`src/rtl/snn_pkg.sv`:
```
`timescale 1ns/1ps
// Shared constants and the frame state encoding for the SNN image loader.
package snn_pkg;

   localparam int         NUM_PIXELS      = 784;
   localparam int         BYTES_PER_IMAGE = 98;
   localparam logic [3:0] RESULT_PAD      = 4'h0;

   typedef enum logic [2:0] {
      ST_LOAD     = 3'd0,
      ST_UNPACK   = 3'd1,
      ST_START    = 3'd2,
      ST_CLASSIFY = 3'd3,
      ST_SEND     = 3'd4,
      ST_TXWAIT   = 3'd5
   } loader_state_t;

endpackage

```
`src/rtl/byte_unpacker.sv`:
```
`timescale 1ns/1ps
// Serialises received bytes LSB-first into a one-bit-per-cycle write stream,
// with a one-entry skid buffer so a byte can arrive while another is unpacking.
module byte_unpacker
   import snn_pkg::*;
(
   input  logic       clk,
   input  logic       rst,
   input  logic       i_enable,
   input  logic       i_stop,
   input  logic       i_rx_rdy,
   input  logic [7:0] i_rx_data,
   output logic       o_we,
   output logic       o_wdata,
   output logic       o_byte_done,
   output logic       o_buf_full,
   output logic       o_overrun_evt
);

   logic       r_active;
   logic [2:0] r_bitcnt;
   logic [7:0] r_shreg;
   logic [7:0] r_buf;
   logic       r_buf_full;

   logic       w_last;
   logic       w_rx;

   always_comb begin
      w_last        = r_active && (r_bitcnt == 3'd7);
      w_rx          = i_rx_rdy && i_enable;
      // On the last bit a full buffer drains, so a new byte there is not lost.
      o_overrun_evt = i_rx_rdy && (!i_enable || (r_active && !w_last && r_buf_full));
      o_we          = r_active;
      o_wdata       = r_shreg[0];
      o_byte_done   = w_last;
      o_buf_full    = r_buf_full;
   end

   always_ff @(posedge clk) begin
      if (rst) begin
         r_active   <= 1'b0;
         r_bitcnt   <= 3'd0;
         r_shreg    <= 8'h00;
         r_buf      <= 8'h00;
         r_buf_full <= 1'b0;
      end else if (!r_active) begin
         r_bitcnt <= 3'd0;
         if (w_rx) begin
            r_shreg  <= i_rx_data;
            r_active <= 1'b1;
         end
      end else if (w_last) begin
         r_bitcnt <= 3'd0;
         if (i_stop) begin
            // Frame complete: anything buffered belongs to no frame and is discarded.
            r_active   <= 1'b0;
            r_buf_full <= 1'b0;
         end else if (r_buf_full) begin
            r_shreg    <= r_buf;
            r_buf_full <= w_rx;
            if (w_rx) begin
               r_buf <= i_rx_data;
            end
         end else if (w_rx) begin
            r_shreg <= i_rx_data;
         end else begin
            r_active <= 1'b0;
         end
      end else begin
         r_shreg  <= {1'b0, r_shreg[7:1]};
         r_bitcnt <= r_bitcnt + 3'd1;
         if (w_rx && !r_buf_full) begin
            r_buf      <= i_rx_data;
            r_buf_full <= 1'b1;
         end
      end
   end

endmodule

```
`src/rtl/snn_image_loader.sv`:
```
`timescale 1ns/1ps
// Frame controller: loads a packed binary image into the image RAM, starts the
// SNN core, and returns the classified digit over the UART transmitter.
module snn_image_loader #(
   parameter int NUM_PIXELS  = snn_pkg::NUM_PIXELS,
   parameter int ADDR_WIDTH  = 10,
   parameter int DIGIT_WIDTH = 4
) (
   input  logic                      clk,
   input  logic                      rst,
   input  logic                      rx_rdy,
   input  logic [7:0]                rx_data,
   output logic                      ram_we,
   output logic [ADDR_WIDTH-1:0]     ram_addr,
   output logic                      ram_wdata,
   output logic                      core_start,
   input  logic                      core_done,
   input  logic [DIGIT_WIDTH-1:0]    core_digit,
   input  logic                      tx_rdy,
   output logic                      tx_start,
   output logic [7:0]                tx_data,
   output logic [7:0]                led,
   output logic                      overrun,
   output snn_pkg::loader_state_t    dbg_state
);

   localparam logic [ADDR_WIDTH-1:0] LAST_ADDR = ADDR_WIDTH'(NUM_PIXELS - 1);

   snn_pkg::loader_state_t r_state;
   snn_pkg::loader_state_t w_next;

   logic [ADDR_WIDTH-1:0] r_pixel_cnt;
   logic [ADDR_WIDTH-1:0] r_addr_hold;
   logic [7:0]            r_tx_data;
   logic [7:0]            r_led;
   logic                  r_overrun;
   logic                  r_seen_low;

   logic w_we;
   logic w_wdata;
   logic w_byte_done;
   logic w_buf_full;
   logic w_overrun_evt;
   logic w_enable;
   logic w_stop;
   logic w_core_start;
   logic w_tx_start;

   assign w_enable = (r_state == snn_pkg::ST_LOAD) || (r_state == snn_pkg::ST_UNPACK);
   assign w_stop   = (r_pixel_cnt == LAST_ADDR);

   byte_unpacker u_unpacker (
      .clk           (clk),
      .rst           (rst),
      .i_enable      (w_enable),
      .i_stop        (w_stop),
      .i_rx_rdy      (rx_rdy),
      .i_rx_data     (rx_data),
      .o_we          (w_we),
      .o_wdata       (w_wdata),
      .o_byte_done   (w_byte_done),
      .o_buf_full    (w_buf_full),
      .o_overrun_evt (w_overrun_evt)
   );

   always_comb begin
      w_next       = r_state;
      w_core_start = 1'b0;
      w_tx_start   = 1'b0;
      case (r_state)
         snn_pkg::ST_LOAD: begin
            if (rx_rdy) w_next = snn_pkg::ST_UNPACK;
         end
         snn_pkg::ST_UNPACK: begin
            if (w_byte_done) begin
               if (w_stop)                    w_next = snn_pkg::ST_START;
               else if (w_buf_full || rx_rdy) w_next = snn_pkg::ST_UNPACK;
               else                           w_next = snn_pkg::ST_LOAD;
            end
         end
         snn_pkg::ST_START: begin
            w_core_start = 1'b1;
            w_next       = snn_pkg::ST_CLASSIFY;
         end
         snn_pkg::ST_CLASSIFY: begin
            if (core_done) w_next = snn_pkg::ST_SEND;
         end
         snn_pkg::ST_SEND: begin
            if (tx_rdy) begin
               w_tx_start = 1'b1;
               w_next     = snn_pkg::ST_TXWAIT;
            end
         end
         snn_pkg::ST_TXWAIT: begin
            // Return only once uart_tx has taken the byte and gone idle again.
            if (r_seen_low && tx_rdy) w_next = snn_pkg::ST_LOAD;
         end
         default: w_next = snn_pkg::ST_LOAD;
      endcase
   end

   always_ff @(posedge clk) begin
      if (rst) begin
         r_state     <= snn_pkg::ST_LOAD;
         r_pixel_cnt <= '0;
         r_addr_hold <= '0;
         r_tx_data   <= 8'h00;
         r_led       <= 8'h00;
         r_overrun   <= 1'b0;
         r_seen_low  <= 1'b0;
      end else begin
         r_state <= w_next;
         if (w_we) begin
            r_pixel_cnt <= r_pixel_cnt + 1'b1;
            r_addr_hold <= r_pixel_cnt;
         end
         if (w_overrun_evt) begin
            r_overrun <= 1'b1;
         end
         if ((r_state == snn_pkg::ST_CLASSIFY) && core_done) begin
            r_tx_data <= {snn_pkg::RESULT_PAD, core_digit};
            r_led     <= {snn_pkg::RESULT_PAD, core_digit};
         end
         if (r_state == snn_pkg::ST_SEND) begin
            r_seen_low <= 1'b0;
         end else if ((r_state == snn_pkg::ST_TXWAIT) && !tx_rdy) begin
            r_seen_low <= 1'b1;
         end
         if ((r_state == snn_pkg::ST_TXWAIT) && r_seen_low && tx_rdy) begin
            r_pixel_cnt <= '0;
         end
      end
   end

   // The address output keeps showing the last written pixel between writes.
   assign ram_addr   = w_we ? r_pixel_cnt : r_addr_hold;
   assign ram_we     = w_we;
   assign ram_wdata  = w_wdata;
   assign core_start = w_core_start;
   assign tx_start   = w_tx_start;
   assign tx_data    = r_tx_data;
   assign led        = r_led;
   assign overrun    = r_overrun;
   assign dbg_state  = r_state;

endmodule

```
`config.mk`:
```
export PLATFORM = sky130hd
export DESIGN_NAME = snn_image_loader
export DESIGN_NICKNAME = d
export VERILOG_FILES = /design/src/rtl/snn_pkg.sv /design/src/rtl/byte_unpacker.sv /design/src/rtl/snn_image_loader.sv
export SDC_FILE = /design/constraint.sdc
export NUM_CORES = 1
export LEC_CHECK = 0
export ABC_AREA = 1
export CAP_MARGIN = 20
export CORE_MARGIN = 4
export CORE_UTILIZATION = 55
export DETAILED_ROUTE_END_ITERATION = 6
export PLACE_DENSITY = 0.95
export REMOVE_ABC_BUFFERS = 1
export SYNTH_ARGS = -nofsm -noshare
export SYNTH_HDL_FRONTEND = slang
export SYNTH_SLANG_ARGS = --single-unit
```
`constraint.sdc`:
```
create_clock -name clk -period 4 [get_ports clk]
set_input_delay 0.8 -clock clk [delete_from_list [all_inputs] [get_ports clk]]
set_output_delay 0.8 -clock clk [all_outputs]
set_load 0.02 [all_outputs]
```
# --- Yosys cells after proc, flatten, opt, wreduce, memory -nomap -nowiden ---
# Index checks and enable logic that the tools add are counted.
totals:
  word_cells: 87
  output_inout_bits: 34
  regBits: 50
classes:
  eq_ne: 16
  n_reduce_logical: 26
  n_mux: 31
  bitwise_logic: 1
  addsub: 2
ops:
  columns: ["operator", "n"]
  rows:
  - ["two-way mux 8 bit", 10]
  - ["one-hot mux 3 bit (6 select lines)", 1]
  - ["two-way mux 3 bit", 5]
  - ["!= test 2 bit, second input constant", 7]
  - ["two-way mux 1 bit", 13]
  - ["logical AND 1 bit", 11]
  - ["adder 10 x 1 -> 10 bit, second input constant", 1]
  - ["== test 10 bit, second input constant", 1]
  - ["two-way mux 10 bit", 1]
  - ["AND reduction 5 bit", 2]
  - ["== test 3 bit, second input constant", 3]
  - ["== test 3 x 2 -> 1 bit, second input constant", 2]
  - ["logical NOT 1 bit", 4]
  - ["OR reduction 2 bit", 2]
  - ["adder 3 x 1 -> 3 bit, second input constant", 1]
  - ["== test 3 x 1 -> 1 bit, second input constant", 1]
  - ["logical NOT 3 bit", 1]
  - ["logical OR 1 bit", 3]
  - ["!= test 3 bit, second input constant", 1]
  - ["OR reduction 3 bit", 1]
  - ["two-way mux 2 bit", 1]
  - ["!= test 2 x 1 -> 1 bit, second input constant", 1]
  - ["AND reduction 2 bit", 1]
  - ["nonzero test 2 bit", 1]
  - ["NOT 1 bit", 1]

# --- Depth between registers and ports, before layout ---
# Gate-level depths: netlist (run 1).
depth:
  ltp_word: 8
  depth_mapped: 11
  mapped_depth_nobuf: 9

# --- Cells and area by module ---
# From an unflattened synthesis (run 1), not the netlist that was laid out.
unflattened:
  cells_unflattened: 386
  hier_area_um2: 2592.5
modules_own_cells:
  columns: ["module", "instances", "seq_area_each_um2", "cells_each", "area_per_inst_um2"]
  rows:
  - ["snn_image_loader", 1, 580.6, 202, 1443.9]
  - ["byte_unpacker", 1, 420.4, 184, 1148.6]

# --- Worst setup path after synthesis (run 1) ---
# Ideal clock, no wire load.
synth_timing:
  kind: "reg-to-output"
  startpoint: "register u_unpacker.r_active, in the netlist u_unpacker.o_we"
  endpoint: "output ram_addr[0]"
  slack_ps: 1968
  arrival_ps: 1232
  t_required_ps: 3200
  stages_incl_launch_ff: 5
  path_buffers: 2
  cell_sequence: "dfxtp_1 buf_6 inv_4 clkbuf_1 a21oi_1"
synth_between:
  elab_chain_len: 1
synth_rtl:
  columns: ["item", "line_no", "rtl"]
  rows:
  - ["from (decl)", "byte_unpacker.sv:20", "logic r_active;"]
  - ["from (signal assigned)", "byte_unpacker.sv:42", "r_active <= 1'b0;"]
  - ["from (signal assigned)", "byte_unpacker.sv:51", "r_active <= 1'b1;"]
  - ["from (signal assigned)", "byte_unpacker.sv:57", "r_active <= 1'b0;"]
  - ["two-way mux 10 bit", null, null]
  - ["to (decl)", "snn_image_loader.sv:14", "output logic [ADDR_WIDTH-1:0] ram_addr,"]
# No other way between the ends.

# --- Final worst setup path (run 1) ---
# Ends and elaborated chain as after synthesis.

==> results of run 1 <==
## sequential cells by signal, summed over array words and instances (netlist names)
name	count
tx_data	4
u_unpacker.r_bitcnt	3
u_unpacker.o_we	1
u_unpacker.r_buf	8
u_unpacker.r_shreg	8
r_seen_low	1
overrun	1
u_unpacker.o_buf_full	1
r_pixel_cnt	10
r_addr_hold	10
dbg_state	3
## layer usage
metal	global-route usage, %	vias up
li1	-	1217
met1	20.9	1022
met2	31.5	86
met3	4.38	5
met4	6.05	0
met5	0	-
## worst min path at each step
stage,end,cells past startpoint
after CTS,u_unpacker.r_bitcnt[0]$_SDFF_PP0_,1
after detailed placement,u_unpacker.r_bitcnt[0]$_SDFF_PP0_,1
final,u_unpacker.r_bitcnt[0]$_SDFF_PP0_,1
after global placement,u_unpacker.r_bitcnt[0]$_SDFF_PP0_,1
after global routing,u_unpacker.r_bitcnt[0]$_SDFF_PP0_,1
after floorplan,u_unpacker.r_bitcnt[0]$_SDFF_PP0_,1
## cells by family after synthesis
group	after synthesis	synth area share, %
simple gates	174	29.9
buf+inv	71	13.7
compound gates	68	15.4
flops	50	39.4
fa+ha+maj	3	1.48
other cells	1	0.148
## power breakdown
group / total, mW / switching, mW / leakage (nW) / internal [mW]
Combinational: 0.422 / 0.256 / 0.863 / 0.167
Sequential: 0.642 / 0.0769 / 0.407 / 0.565
Clock: 0.291 / 0.168 / 0.0441 / 0.123
Total: 1.35 / 0.501 / 1.31 / 0.854
## synthesized netlist by cell type, drive strengths merged
| library cell | instances |
|---|---|
| conb | 1 |
| a211oi | 1 |
| inv | 48 |
| o21ai | 16 |
| nor2 | 45 |
| a21oi | 36 |
| nand3 | 16 |
| nor3b | 1 |
| dfxtp | 50 |
| nor3 | 4 |
| clkbuf | 3 |
| o211ai | 8 |
| buf | 20 |
| nand2 | 104 |
| nand4 | 4 |
| ha | 3 |
| a22oi | 7 |
## stage by stage
| stage | hold WS [ps] | std cells |
|---|---|---|
| after global routing | 458 | 454 |
| final | 420 | 454 |
| after global placement | 408 | 446 |
| after CTS | 425 | 454 |
| after floorplan | 399 | 351 |
| after detailed placement | 412 | 446 |
## worst max-delay path: stages (launching register included)
cell             delay, ps
dfxtp_1                780
inv_4                  230
nor2_1                 220
a21oi_1                 60
clkdlybuf4s50_1        540
## area by class of cell
| class | instances | area, µm² | area share [%] |
|---|---|---|---|
| Clock buffer | 5 | 68.8 | 2.31 |
| Timing Repair Buffer | 43 | 428 | 14.3 |
| Inverter | 48 | 183 | 6.12 |
| Tap cell | 52 | 65.1 | 2.18 |
| Clock inverter | 3 | 21.3 | 0.713 |
| Multi-Input combinational cell | 253 | 1220 | 40.8 |
| Sequential cell | 50 | 1000 | 33.5 |
==> results.toml, run 1 <==
[finish]
final_common_cell = "nand2_1"
diodes = 0
fin_util_pct = 67.6
final_cell_mix = "102 x nand2_1, 50 x dfxtp_1, 42 x inv_1, 42 x clkdlybuf4s50_1, 39 x nor2_1"
final.fill_count = 366
fin_area_um2 = 2980
layout-drive-gt1-share_pct = 6.47
final_nets = 421
syn_to_final_growth_pct = 17.5

[placed_design]
place.gp.congestion = 0.845
dp_hpwl_um = 3630
dpl_cell_area_um2 = 2890
preCtsSetupSlack_ps = 1120
io_buffers = 42

[clock_tree]
clk_pin_slew_ps = 80
cts_root_buffer = "clkbuf_8"
tritoncts = "yes"
clock-sinks = 50
cts_resized = 0
h-tree-depth = 2
numCtsBuffers = 5
clk_path_buf_depth = 2
post_cts_buffers = 0
clock_latency_ps = 300
hold_buffers = 0

[flow_run]
cap_viol_max_count = 0

[synth]
syn-cell-area_um2 = 2540
yosysWarnings = 0
synthTopCellsByArea = "dfxtp_1 39%, nand2_1 15%, a21oi_1 6.9%"
synthCells = 367
synth_seq_cells = 50
synth.distinct_cells = 31
synth_largest_area_cell = "dfxtp_1"
synth_top_area_share_pct = 39.4
synth_seq_area_share_pct = 39.4
syn_area_per_cell_um2 = 6.92

[global_routing]
grt_pass1_vias = 2073
grt_start_max_net_pins = 22
grt_first_pass_wirelength_um = 8940
grt_use_total_pct = 17.9
grt_overflow = 0
grt_antenna_before_repair = 0

[power_and_ir_drop]
power_mw = 1.35
p_leak_nw = 1.31
power_density_nw_per_um2 = 454
vdd_drop_max_mv = 0.301

[routing]
ant_nets = 0
dr.pass1.iters = 6
wl_met2_um = 2510
wl_met1_um = 2270
routed_wl_um = 5220
drcViolationCount = 0
wl_per_cell_um = 11.5
via_per_inst = 5.13
drt_iter0_markers = 115
wl_met3_um = 400
vias = 2330
top_layer_used = "met4"

[worst_setup_path]
r2r_end = "u_unpacker.r_buf[7]$_SDFFE_PP0P_"
arrival_ps = 2130
endpoint = "ram_addr[0]"
rrSetupSlack_ps = 1980
r2r_start = "u_unpacker.o_we$_SDFF_PP0_"
r2r_cells = 7
required_ps = 3200
path_class = "reg -> out"
cp-end-kind = "output port"
crit_path_start_kind = "flop"
crit_fanout = 18
startpoint = "u_unpacker.o_we$_SDFF_PP0_"

[sta]
fin_crit_ps = 2930
tightest_slew_ps = 696
fin_ws_ps = 1070
drv_slew = 0
finClkSkew_ps = 7.59
max_freq_ghz = 0.341
hold_viol = 0
fin_crit_sh_pct = 73.2
setup_viol = 0
tns_ps = 0
relSlewSlack_pct = 53.5
rsz0062_at_grt = "false"

[floorplanning]
initial_core_util_pct = 57.5
rows = 24
die_y_um = 75.9
die_area_um2 = 5770
die_x_um = 75.9
ioPinCount = 51
core_area_um2 = 4410

[run_status]
status = "completed"

[min_path]
hold_path.class = "reg -> reg"
worstHoldStart = "u_unpacker.r_bitcnt[0]$_SDFF_PP0_"
Note: power is estimated with default switching activity, not from simulation.
==> run 2: changes to the inputs <==
CORE_UTILIZATION = 46   (was 55)
PLACE_DENSITY = 0.87   (was 0.95)
clock period = 2.5 ns   (was 4 ns; I/O delays follow)
==> results.toml, run 2 (synthesized netlist as in run 1, its figures left out) <==
[routing]
ant_nets = 0
wl_per_cell_um = 11.2
vias = 2312
dr.pass1.iters = 4
routed_wl_um = 5310
drt_iter0_markers = 121
via_per_inst = 4.88
drcViolationCount = 0

[sta]
max_freq_ghz = 0.425
fin_crit_ps = 2350
tns_ps = 0
drv_slew = 0
finClkSkew_ps = 9.06
setup_viol = 0
hold_viol = 0
rsz0062_at_grt = "false"
fin_crit_sh_pct = 94.2

[clock_tree]
tritoncts = "yes"
clk_path_buf_depth = 2
h-tree-depth = 2
clk_pin_slew_ps = 80
clock_latency_ps = 310
post_cts_buffers = 0
hold_buffers = 0
cts_resized = 0
clock-sinks = 50
cts_root_buffer = "clkbuf_8"
numCtsBuffers = 5

[finish]
syn_to_final_growth_pct = 19.2
final_cell_mix = "102 x nand2_1, 50 x dfxtp_1, 42 x inv_1, 42 x clkdlybuf4s50_1, 39 x nor2_1"
diodes = 0
final_common_cell = "nand2_1"
largestRegisters = "r_addr_hold (10), r_pixel_cnt (10)"
final_nets = 423
layout-drive-gt1-share_pct = 6.93
final_cells = 474
fin_util_pct = 57.8

[global_routing]
grt_overflow = 0
grt_start_max_net_pins = 21
grt_pass1_vias = 2098
grt_first_pass_wirelength_um = 8910
grt_antenna_before_repair = 0
grt_use_total_pct = 16.6

[worst_setup_path]
arrival_ps = 1850
required_ps = 2000
rrSetupSlack_ps = 700
r2r_end = "u_unpacker.r_buf[4]$_SDFFE_PP0P_"
cpLargestDelayFamily = "buffers and inverters"
crit_chain = "nand2_1 -> nor2_1 -> inv_1 -> nor2_1 -> clkdlybuf4s50_1"
path_buf_inv = 2
worst_path_max_delay_cell = "clkdlybuf4s50_1"
r2r_cells = 9
cp-end-kind = "output port"
slowest_delay_ps = 610
path_class = "reg -> out"
path_common_cell = "nor2_1"
crit_fanout = 10
crit_path_start_kind = "flop"
r2r_start = "u_unpacker.r_bitcnt[0]$_SDFF_PP0_"

[floorplanning]
ioPinCount = 51
core_area_um2 = 5240
rows = 26
die_x_um = 82.3
initial_core_util_pct = 48.5
die_area_um2 = 6770
die_y_um = 82.3

[placed_design]
io_buffers = 42
place.gp.congestion = 0.813
numPlacedInstances = 466
dp_hpwl_um = 3680

[power_and_ir_drop]
p_leak_nw = 1.33
seqPwrFrac_pct = 45.6
power_density_nw_per_um2 = 727
clockPowerShare_pct = 22.3
p_int_mw = 1.40
vdd_drop_max_mv = 0.459
p_switching_uw = 801
switching_share_pct = 36.4
power_mw = 2.20
pwr-share-comb_pct = 32.2

[min_path]
holdPathEnd = "u_unpacker.r_bitcnt[0]$_SDFF_PP0_"
hold_path.class = "reg -> reg"
worstHoldStart = "u_unpacker.r_bitcnt[0]$_SDFF_PP0_"
hold_depth = 1

[flow_run]
cap_viol_max_count = 0

[run_status]
status = "completed"
[run 2: how the worst max path moves through the flow]
stage | from | end | depth (start not counted) | slack [ps]
2_1_floorplan | u_unpacker.o_we$_SDFF_PP0_ | ram_addr[0] | 2 | 650
3_3_place_gp | tx_rdy | tx_start | 4 | 260
3_5_place_dp | tx_rdy | tx_start | 4 | 240
4_1_cts | dbg_state[2]$_SDFFE_PP0P_ | tx_start | 5 | 160
5_1_grt | dbg_state[2]$_SDFFE_PP0P_ | tx_start | 5 | 10
6_report | dbg_state[2]$_SDFFE_PP0P_ | tx_start | 5 | 150
[run 2: layer usage]
metal	global-route usage [%]	wire length, µm	up-vias
li1	-	-	1220
met1	19.8	2400	1026
met2	28.8	2500	59
met3	3.25	331	7
met4	6.81	82	0
met5	0	0	-
[run 2: power groups by stage]
stage	registers (mW)	clock network [mW]	logic, mW
CTS	1.00	0.502	0.708
finish	1.00	0.490	0.708
floorplan	1.05	0	0.449
global route	1.02	0.529	0.804
detailed placement	1.02	0	0.702
global placement	1.01	0	0.684
[run 2: area by class of cell]
type	count	area (µm²)
clock buffer	6	82.6
clock inverter	2	12.5
fill	458	2210
inverter	48	183
multi-input combinational	253	1220
sequential	50	1000
tap	70	87.6
timing repair buffer	45	443
[run 2: through the flow]
stage,hold WS (ps),instance area [µm²],setup WS [ps]
after global placement,409,2930,262
after CTS,427,3030,159
after global routing,443,3030,13.9
final,422,3030,145
after floorplan,399,2400,650
after detailed placement,415,2930,237
==> run 3: changes to the inputs <==
CORE_ASPECT_RATIO = 1.5   (was default)
CORE_MARGIN = 2   (was 4)
CTS_BUF_LIST = sky130_fd_sc_hd__clkbuf_8 sky130_fd_sc_hd__clkbuf_16   (was default)
==> results.toml, run 3 (synthesized netlist as in run 1, its figures left out) <==
[routing]
drt_iter0_markers = 75
routed_wl_um = 5210
vias = 2317
drcViolationCount = 0
wl_per_cell_um = 11.0
dr.pass1.iters = 5
via_per_inst = 4.90
ant_nets = 0

[clock_tree]
post_cts_buffers = 0
clk_pin_slew_ps = 90
clk_path_buf_depth = 2
cts_root_buffer = "clkbuf_8"
h-tree-depth = 2
tritoncts = "yes"
clock_latency_ps = 300
clock-sinks = 50
numCtsBuffers = 5

[power_and_ir_drop]
switching_share_pct = 34.5
seqPwrFrac_pct = 44.4
p_switching_uw = 788
pwr-share-comb_pct = 30.3
p_leak_nw = 1.34
clockPowerShare_pct = 25.3
p_int_mw = 1.50
vdd_drop_max_mv = 0.394
power_density_nw_per_um2 = 751

[placed_design]
dp_hpwl_um = 3670
numPlacedInstances = 466
io_buffers = 42
preCtsSetupSlack_ps = 231
dpl_cell_area_um2 = 2930
place.gp.congestion = 0.826

[sta]
fin_crit_ps = 2370
finClkSkew_ps = 6.99
tns_ps = 0
fin_crit_sh_pct = 94.7
fin_ws_ps = 132
rsz0062_at_grt = "false"
hold_viol = 0
setup_viol = 0
drv_slew = 0
max_freq_ghz = 0.422

[floorplanning]
die_y_um = 95.0
ioPinCount = 51
die_x_um = 64.7
rows = 33
core_area_um2 = 5410
initial_core_util_pct = 46.9
die_area_um2 = 6140

[finish]
fin_util_pct = 56.3
layout-drive-gt1-share_pct = 6.95
final_nets = 423
final_common_cell = "nand2_1"
largestRegisters = "r_addr_hold (10), r_pixel_cnt (10)"
syn_to_final_growth_pct = 20.0
final.fill_count = 505
final_cells = 473
diodes = 0
fin_area_um2 = 3050
final_cell_mix = "102 x nand2_1, 49 x dfxtp_1, 42 x inv_1, 42 x clkdlybuf4s50_1, 39 x nor2_1"

[worst_setup_path]
slowest_delay_ps = 600
worst_path_max_delay_cell = "clkdlybuf4s50_1"
arrival_ps = 1870
path_common_cell = "nand2_1"
crit_path_start_kind = "flop"
crit_fanout = 11
cp-end-kind = "output port"
path_buf_inv = 2
path_class = "reg -> out"
cpLargestDelayFamily = "buffers and inverters"
required_ps = 2000
crit_chain = "buf_4 -> nand2_1 -> nand2_1 -> clkdlybuf4s50_1"

[global_routing]
grt_use_total_pct = 18.7
grt_overflow = 0
grt_start_max_net_pins = 21
grt_first_pass_wirelength_um = 9230
grt_antenna_before_repair = 0
grt_pass1_vias = 2193

[run_status]
status = "completed"

[flow_run]
cap_viol_max_count = 0

[min_path]
hold_path.class = "reg -> reg"
-- run 3: repair_timing --
action	in CTS	in global routing
resized for setup	0	1
hold buffers	0	0
endpoints found under the setup margin	0	1
-- run 3: worst paths after layout --
path                                                   startpoint                                end  slack, ps  cells past startpoint
worst min register to register  u_unpacker.r_bitcnt[0]$_SDFF_PP0_  u_unpacker.r_bitcnt[0]$_SDFF_PP0_        430                      1
worst max-delay path                   u_unpacker.o_we$_SDFF_PP0_                        ram_addr[7]        130                      4
worst min-delay path            u_unpacker.r_bitcnt[0]$_SDFF_PP0_  u_unpacker.r_bitcnt[0]$_SDFF_PP0_        430                      1
worst max register to register  u_unpacker.r_bitcnt[0]$_SDFF_PP0_   u_unpacker.r_buf[2]$_SDFFE_PP0P_        700                      9
-- run 3: metal layers --
layer,global-route usage (%),routed length [µm],up-vias,share of wire [%]
met1,21.0,2300,1040,44
met5,0,0,-,0
met2,35.7,2640,53,51
met4,5.32,60,0,1.2
li1,-,-,1217,-
met3,3.10,212,7,4.1
-- run 3: power by group through the flow --
| stage | combinational, mW | sequential (mW) | clock [mW] |
|---|---|---|---|
| finish | 0.692 | 1.01 | 0.579 |
| global route | 0.794 | 1.03 | 0.625 |
| CTS | 0.696 | 1.01 | 0.594 |
| detailed placement | 0.692 | 1.03 | 0 |
| global placement | 0.672 | 1.02 | 0 |
| floorplan | 0.449 | 1.05 | 0 |
-- run 3: worst register-to-register path, cell delays in order, from the launching register on --
cell and delay [ps]:
dfxtp_1 320, ha_1 200, ha_1 260, nor2_8 230, a21oi_4 110, nor2_4 160
nand3_4 190, nand2_1 110, nand2_1 50, nor2_1 100
-- run 3: per-stage QoR --
stage	hold slack (ps)	total power [mW]
6_report	434	2.29
2_1_floorplan	399	1.49
5_1_grt	455	2.45
4_1_cts	438	2.30
3_3_place_gp	409	1.70
3_5_place_dp	425	1.72
-- run 3: final cells by class --
type	instances	area, µm²	share of cell area, %
multi-input cells	253	1220	40.0
well taps	70	87.6	2.88
flip-flops and latches	50	1000	32.9
inverters	48	183	6.00
clock buffers	6	82.6	2.71
clock inverters	1	30.0	0.986
repair buffers	45	443	14.5
